## src/rtl/sram_port_arbiter.sv

```systemverilog
// Shares one synchronous SRAM port among NUM_CH valid/ready requesters and returns read data
// (or a zero write ack) to the issuing channel exactly RD_LAT cycles after acceptance.
module sram_port_arbiter #(
   parameter int  NUM_CH     = 2,
   parameter int  ADDR_W     = 32,
   parameter int  DATA_W     = 32,
   parameter int  RD_LAT     = 1,
   parameter int  RR_MODE    = 0,
   parameter int  STARVE_MAX = 8,
   localparam int BE_W       = DATA_W / 8
) (
   input  logic                     clk,
   input  logic                     reset,
   input  logic [NUM_CH-1:0]        req_valid,
   output logic [NUM_CH-1:0]        req_ready,
   input  logic [NUM_CH*BE_W-1:0]   req_we,
   input  logic [NUM_CH*ADDR_W-1:0] req_addr,
   input  logic [NUM_CH*DATA_W-1:0] req_wdata,
   output logic [NUM_CH-1:0]        rsp_valid,
   output logic [DATA_W-1:0]        rsp_rdata,
   output logic                     sram_en,
   output logic [BE_W-1:0]          sram_we,
   output logic [ADDR_W-1:0]        sram_addr,
   output logic [DATA_W-1:0]        sram_wdata,
   input  logic [DATA_W-1:0]        sram_rdata
);

   localparam int CH_W  = (NUM_CH > 1) ? $clog2(NUM_CH) : 1;
   localparam int CNT_W = $clog2(STARVE_MAX + 1);

   logic [CH_W-1:0]   rr_ptr;
   logic [CNT_W-1:0]  starve_cnt [NUM_CH];
   logic [NUM_CH-1:0] forced;
   logic [NUM_CH-1:0] is_write;
   logic              grant_any;
   logic [CH_W-1:0]   grant_idx;
   logic              grant_write;
   logic [RD_LAT-1:0] tag_valid;
   logic [RD_LAT-1:0] tag_read;
   logic [CH_W-1:0]   tag_ch [RD_LAT];

   // Per-channel request class and starvation flag; the flag holds while the counter sits saturated.
   always_comb begin
      for (int i = 0; i < NUM_CH; i++) begin
         is_write[i] = |req_we[i*BE_W +: BE_W];
         forced[i]   = (RR_MODE == 0) && (starve_cnt[i] == CNT_W'(STARVE_MAX));
      end
   end

   // Grant selection, combinational from the current requests.
   always_comb begin
      int idx;
      grant_any = 1'b0;
      grant_idx = '0;
      idx       = 0;
      if (RR_MODE != 0) begin
         for (int k = 0; k < NUM_CH; k++) begin
            idx = (int'(rr_ptr) + k) % NUM_CH;
            if (!grant_any && req_valid[idx]) begin
               grant_any = 1'b1;
               grant_idx = CH_W'(idx);
            end
         end
      end else begin
         for (int i = 0; i < NUM_CH; i++) begin
            if (!grant_any && req_valid[i] && forced[i]) begin
               grant_any = 1'b1;
               grant_idx = CH_W'(i);
            end
         end
         for (int i = 0; i < NUM_CH; i++) begin
            if (!grant_any && req_valid[i] && is_write[i]) begin
               grant_any = 1'b1;
               grant_idx = CH_W'(i);
            end
         end
         for (int i = 0; i < NUM_CH; i++) begin
            if (!grant_any && req_valid[i]) begin
               grant_any = 1'b1;
               grant_idx = CH_W'(i);
            end
         end
      end
      if (!reset) begin
         grant_any = 1'b0;
      end
   end

   // Drive the SRAM port straight from the granted channel in the grant cycle.
   always_comb begin
      req_ready   = '0;
      sram_en     = 1'b0;
      sram_we     = '0;
      sram_addr   = '0;
      sram_wdata  = '0;
      grant_write = 1'b0;
      if (grant_any) begin
         req_ready[grant_idx] = 1'b1;
         sram_en              = 1'b1;
         sram_we              = req_we[int'(grant_idx)*BE_W +: BE_W];
         sram_addr            = req_addr[int'(grant_idx)*ADDR_W +: ADDR_W];
         sram_wdata           = req_wdata[int'(grant_idx)*DATA_W +: DATA_W];
         grant_write          = |req_we[int'(grant_idx)*BE_W +: BE_W];
      end
   end

   always_ff @(posedge clk or negedge reset) begin
      if (!reset) begin
         for (int i = 0; i < NUM_CH; i++) begin
            starve_cnt[i] <= '0;
         end
      end else begin
         for (int i = 0; i < NUM_CH; i++) begin
            if (!req_valid[i] || req_ready[i]) begin
               starve_cnt[i] <= '0;
            end else if (starve_cnt[i] != CNT_W'(STARVE_MAX)) begin
               starve_cnt[i] <= starve_cnt[i] + 1'b1;
            end
         end
      end
   end

   always_ff @(posedge clk or negedge reset) begin
      if (!reset) begin
         rr_ptr <= '0;
      end else if (grant_any) begin
         rr_ptr <= (grant_idx == CH_W'(NUM_CH - 1)) ? '0 : grant_idx + 1'b1;
      end
   end

   // One tag per accepted transfer; at most one accept per cycle, so the shift register never backs up.
   always_ff @(posedge clk or negedge reset) begin
      if (!reset) begin
         tag_valid <= '0;
         tag_read  <= '0;
         for (int s = 0; s < RD_LAT; s++) begin
            tag_ch[s] <= '0;
         end
      end else begin
         tag_valid[0] <= grant_any;
         tag_read[0]  <= grant_any && !grant_write;
         tag_ch[0]    <= grant_idx;
         for (int s = 1; s < RD_LAT; s++) begin
            tag_valid[s] <= tag_valid[s-1];
            tag_read[s]  <= tag_read[s-1];
            tag_ch[s]    <= tag_ch[s-1];
         end
      end
   end

   always_comb begin
      rsp_valid = '0;
      rsp_rdata = '0;
      if (tag_valid[RD_LAT-1]) begin
         rsp_valid[tag_ch[RD_LAT-1]] = 1'b1;
         if (tag_read[RD_LAT-1]) begin
            rsp_rdata = sram_rdata;
         end
      end
   end

endmodule
```

## config.mk

```make
export PLATFORM = sky130hd
export DESIGN_NAME = sram_port_arbiter
export DESIGN_NICKNAME = d
export VERILOG_FILES = /design/src/rtl/sram_port_arbiter.sv
export SDC_FILE = /design/constraint.sdc
export NUM_CORES = 1
export LEC_CHECK = 0
export ABC_AREA = 1
export BUFFER_PORTS_ARGS = -buffer_cell sky130_fd_sc_hd__clkbuf_2
export CAP_MARGIN = 10
export CORE_AREA = 3 3 107 109
export DETAILED_ROUTE_END_ITERATION = 12
export DIE_AREA = 0 0 110 112
export RECOVER_POWER = 25
export SETUP_SLACK_MARGIN = 0.15
export SYNTH_ARGS = -nofsm -noshare
export SYNTH_HDL_FRONTEND = slang
export SYNTH_SLANG_ARGS = --single-unit
```

## constraint.sdc

```tcl
create_clock -name clk -period 2 [get_ports clk]
set_input_delay 0.1 -clock clk [delete_from_list [all_inputs] [get_ports clk]]
set_output_delay 0.1 -clock clk [all_outputs]
set_load 0.03 [all_outputs]
```

==> metrics.md <==
| Metric | Value |
|---|---|
| Fin crit period | `2130 ps` |
| Pwr dens | `355 mW/mm^2` |
| RD Place Congestion | `0.814` |
| Setup ws final | `-130 ps` |
| Layout cells sized above 1 | `69.8%` |
| Max Buffers Root-to-Sink | `2` |
| Initial Util | `17.8%` |
| DRT Pass-1 Iters | `4` |
| Root Buffer | `clkbuf_8` |
| Max-Cap Viols | `0` |
| Fin. Hold Viols | `0` |
| Reg clk slew, reported paths | `50 ps` |
| Multi-input logic area | `0.00183 sq mm` |
| Mapped Nets | `547` |
| Area Overhead vs Synth | `169%` |
| Antenna violations before repair | `0` |
| WL met2 | `6.08 mm` |
| WL met3 | `909 um` |
| Ys Warns | `0` |
| CP peak stage delay | `390 ps` |
| Sequential element share of the synthesized area | `14.5%` |
| Critical path's top delay family | `simple AND/OR/NAND/NOR gates` |
| Post-Syn Area | `0.00190 sq mm` |
| Slew @ Worst Pin | `634 ps` |
| Antenna Nets Post-Route | `0` |
| Post-Syn Instances | `371` |
| H-tree level count | `1` |
| Achievable clock frequency | `0.469 GHz` |
| Die H | `112 um` |
| Startpoint Class | `register` |
| Placed inst area | `0.00359 sq mm` |
| RSZ-0062 raised after global routing | `yes` |
| Die X-Extent | `110 um` |
| IO Count | `277` |
| Fin area | `0.00513 sq mm` |
| Setup crit end kind | `output pin` |
| DIE AREA | `0.0123 sq mm` |
| Fin Clk Skew | `3.01 ps` |
| CP arrival | `2030 ps` |
| Final worst path period share | `107%` |
| Hold slack | `161 ps` |
| Routed via count | `3,366` |
| Worst ir drop on vdd | `0.000221 V` |
| Final setup violation count | `68` |
| Routed Wire Length | `11.7 mm` |
| Slew margin rel. | `57.8%` |
| Crit-path cells | `inv_2, ha_4, nand2_4, nor2_4, nand2_4, nand2_4, nand2_4, nand2_4, nand2_8, inv_16, clkbuf_16, nand2_2, nand2_2, buf_8` |
| Remaining Overflow, GRT | `0` |
| Hold crit path type | `input pin to register` |
| WL met1 | `4.62 mm` |
| Syn Area/Cell | `5.13 sq um` |
| Post-DP HPWL | `7.28 mm` |
| Fin nets | `856` |
| Synthesized flop and latch total | `11` |
| Power, Total | `1.82 mW` |
| FF/Latch Area | `275 sq um` |
| Slew Limit Fails | `0` |
| Total clock sinks | `11` |
| Top sig layer | `met4` |
| CTS tree | `done` |
| Leak pwr | `3.09 nW` |
| Drt wl/cell | `14.3 um` |
| Iter 0 DRT Violations | `142` |
| Final cell count without fillers | `819` |
| FILL cells | `1,027` |
| Worst-Skew Late Latency | `240 ps` |
| Status | `complete, but fails checks` |
| Row cnt | `38` |
| TritonCTS buffer count | `3` |
| Largest net degree at the start of global routing | `33` |
| WP data required | `1900 ps` |
| Critical Path Most Common Cell | `nand2_4` |
| Failing checks | `setup timing` |
| Count of cell types in the netlist | `28` |
| Total global-route track usage | `14.1%` |
| Number of global-route vias before repair | `2,930` |
| Drc violations | `0` |
| Dpl cells | `784` |
| Avg Vias per Cell | `4.11` |
| First-pass GRT wire length | `14.1 mm` |
| Commonest non-fill, non-tap cell in the layout | `clkbuf_2` |
| Worst Path Max Fanout | `8` |
| Buf/Inv on CP | `4` |
| WS Path Type | `register to output pin` |
| Core area | `0.0107 sq mm` |
| Most frequent cells in the layout | `clkbuf_2, nand2_2, nand2_1` |
| Slowest CP cell | `dfrtp_1` |
| ANT cells | `0` |
| Buffers added on ports | `276` |
routing by layer:
| metal | vias up | track usage [%] |
|---|---|---|
| li1 | 1704 | - |
| met1 | 1479 | 18.2 |
| met2 | 172 | 24.9 |
| met3 | 11 | 1.74 |
| met4 | 0 | 2.91 |
| met5 | - | 0 |
power breakdown:
group          internal (mW)  leakage, nW  switching, mW
logic                  0.637         2.92          0.708
clock network          0.138       0.0255         0.0921
registers              0.236        0.146         0.0107
stage by stage:
stage	utilization, %	setup TNS [ps]	worst slack [ps]
6_report	47.9	-5770	-130
5_1_grt	47.9	-13120	-238
4_1_cts	39.7	-6310	-134
3_5_place_dp	33.6	0	30.0
3_3_place_gp	33.6	0	69.1
2_1_floorplan	-	0	145
worst paths after layout:
kind	start	end	cells after the start	slack, ps
max	starve_cnt[1]	sram_wdata[1]	14	-130
min reg2reg	starve_cnt[4]	starve_cnt[4]	3	560
min in group asynchronous	reset	tag_valid	3	520
max in group asynchronous	reset	starve_cnt[7]	3	1070
max reg2reg	starve_cnt[1]	starve_cnt[1]	12	270
min	req_we[0]	tag_read	4	160
worst reg2reg max path, stage by stage, from the launching register on:
cell and delay (ps):
dfrtp_1 390, inv_2 80, ha_4 140, nand2_4 60
nor2_4 130, nand2_4 80, nand2_4 70, nand2_4 70
nand2_4 100, nand2_8 100, buf_4 160, nand2_1 120
o21ai_0 110
sequential cells by signal (all words and copies together) (netlist names):
register    flops
tag_read        1
starve_cnt      8
tag_ch          1
tag_valid       1
cells in the mapped netlist (all sizes together):
| cell | n | area [sq um] |
|---|---|---|
| buf | 14 | 144 |
| ha | 4 | 50.1 |
| nor3 | 2 | 10.0 |
| nand4 | 2 | 12.5 |
| nand3b | 2 | 18.8 |
| o21ai | 7 | 38.8 |
| inv | 48 | 180 |
| or3 | 1 | 6.26 |
| nand3 | 4 | 25.0 |
| xnor2 | 2 | 17.5 |
| xor2 | 1 | 8.76 |
| nand2 | 220 | 903 |
| a21oi | 4 | 23.8 |
| dfrtp | 11 | 275 |
| clkbuf | 3 | 11.3 |
| nor2 | 46 | 178 |
cell families after synthesis:
| family | synth area share [%] |
|---|---|
| flip-flops | 14.5 |
| AO/OA/AOI/OAI | 3.29 |
| buffers and inverters | 17.6 |
| XOR/XNOR | 1.38 |
| AND/OR/NAND/NOR | 60.6 |
| adder cells (fa/ha/maj) | 2.63 |
final cells by class:
class                           instances  share of cell area (%)
Timing Repair inverter                  1                   0.317
Timing Repair Buffer                  320                    50.3
Inverter                               48                    4.07
Sequential cell                        11                    5.37
Tap cell                              140                    3.42
Multi-Input combinational cell        295                    35.7
Clock inverter                          1                  0.0976
Clock buffer                            3                   0.805
timing repair:
item	4_1_cts	5_1_grt
hold buffers	1	0
hold endpoints to repair	11	0
setup endpoints to repair	70	71
resized for setup	129	202
setup buffers	5	9
pin swaps	2	27
cloned	4	12
Note: power is estimated with default switching activity, not from simulation.
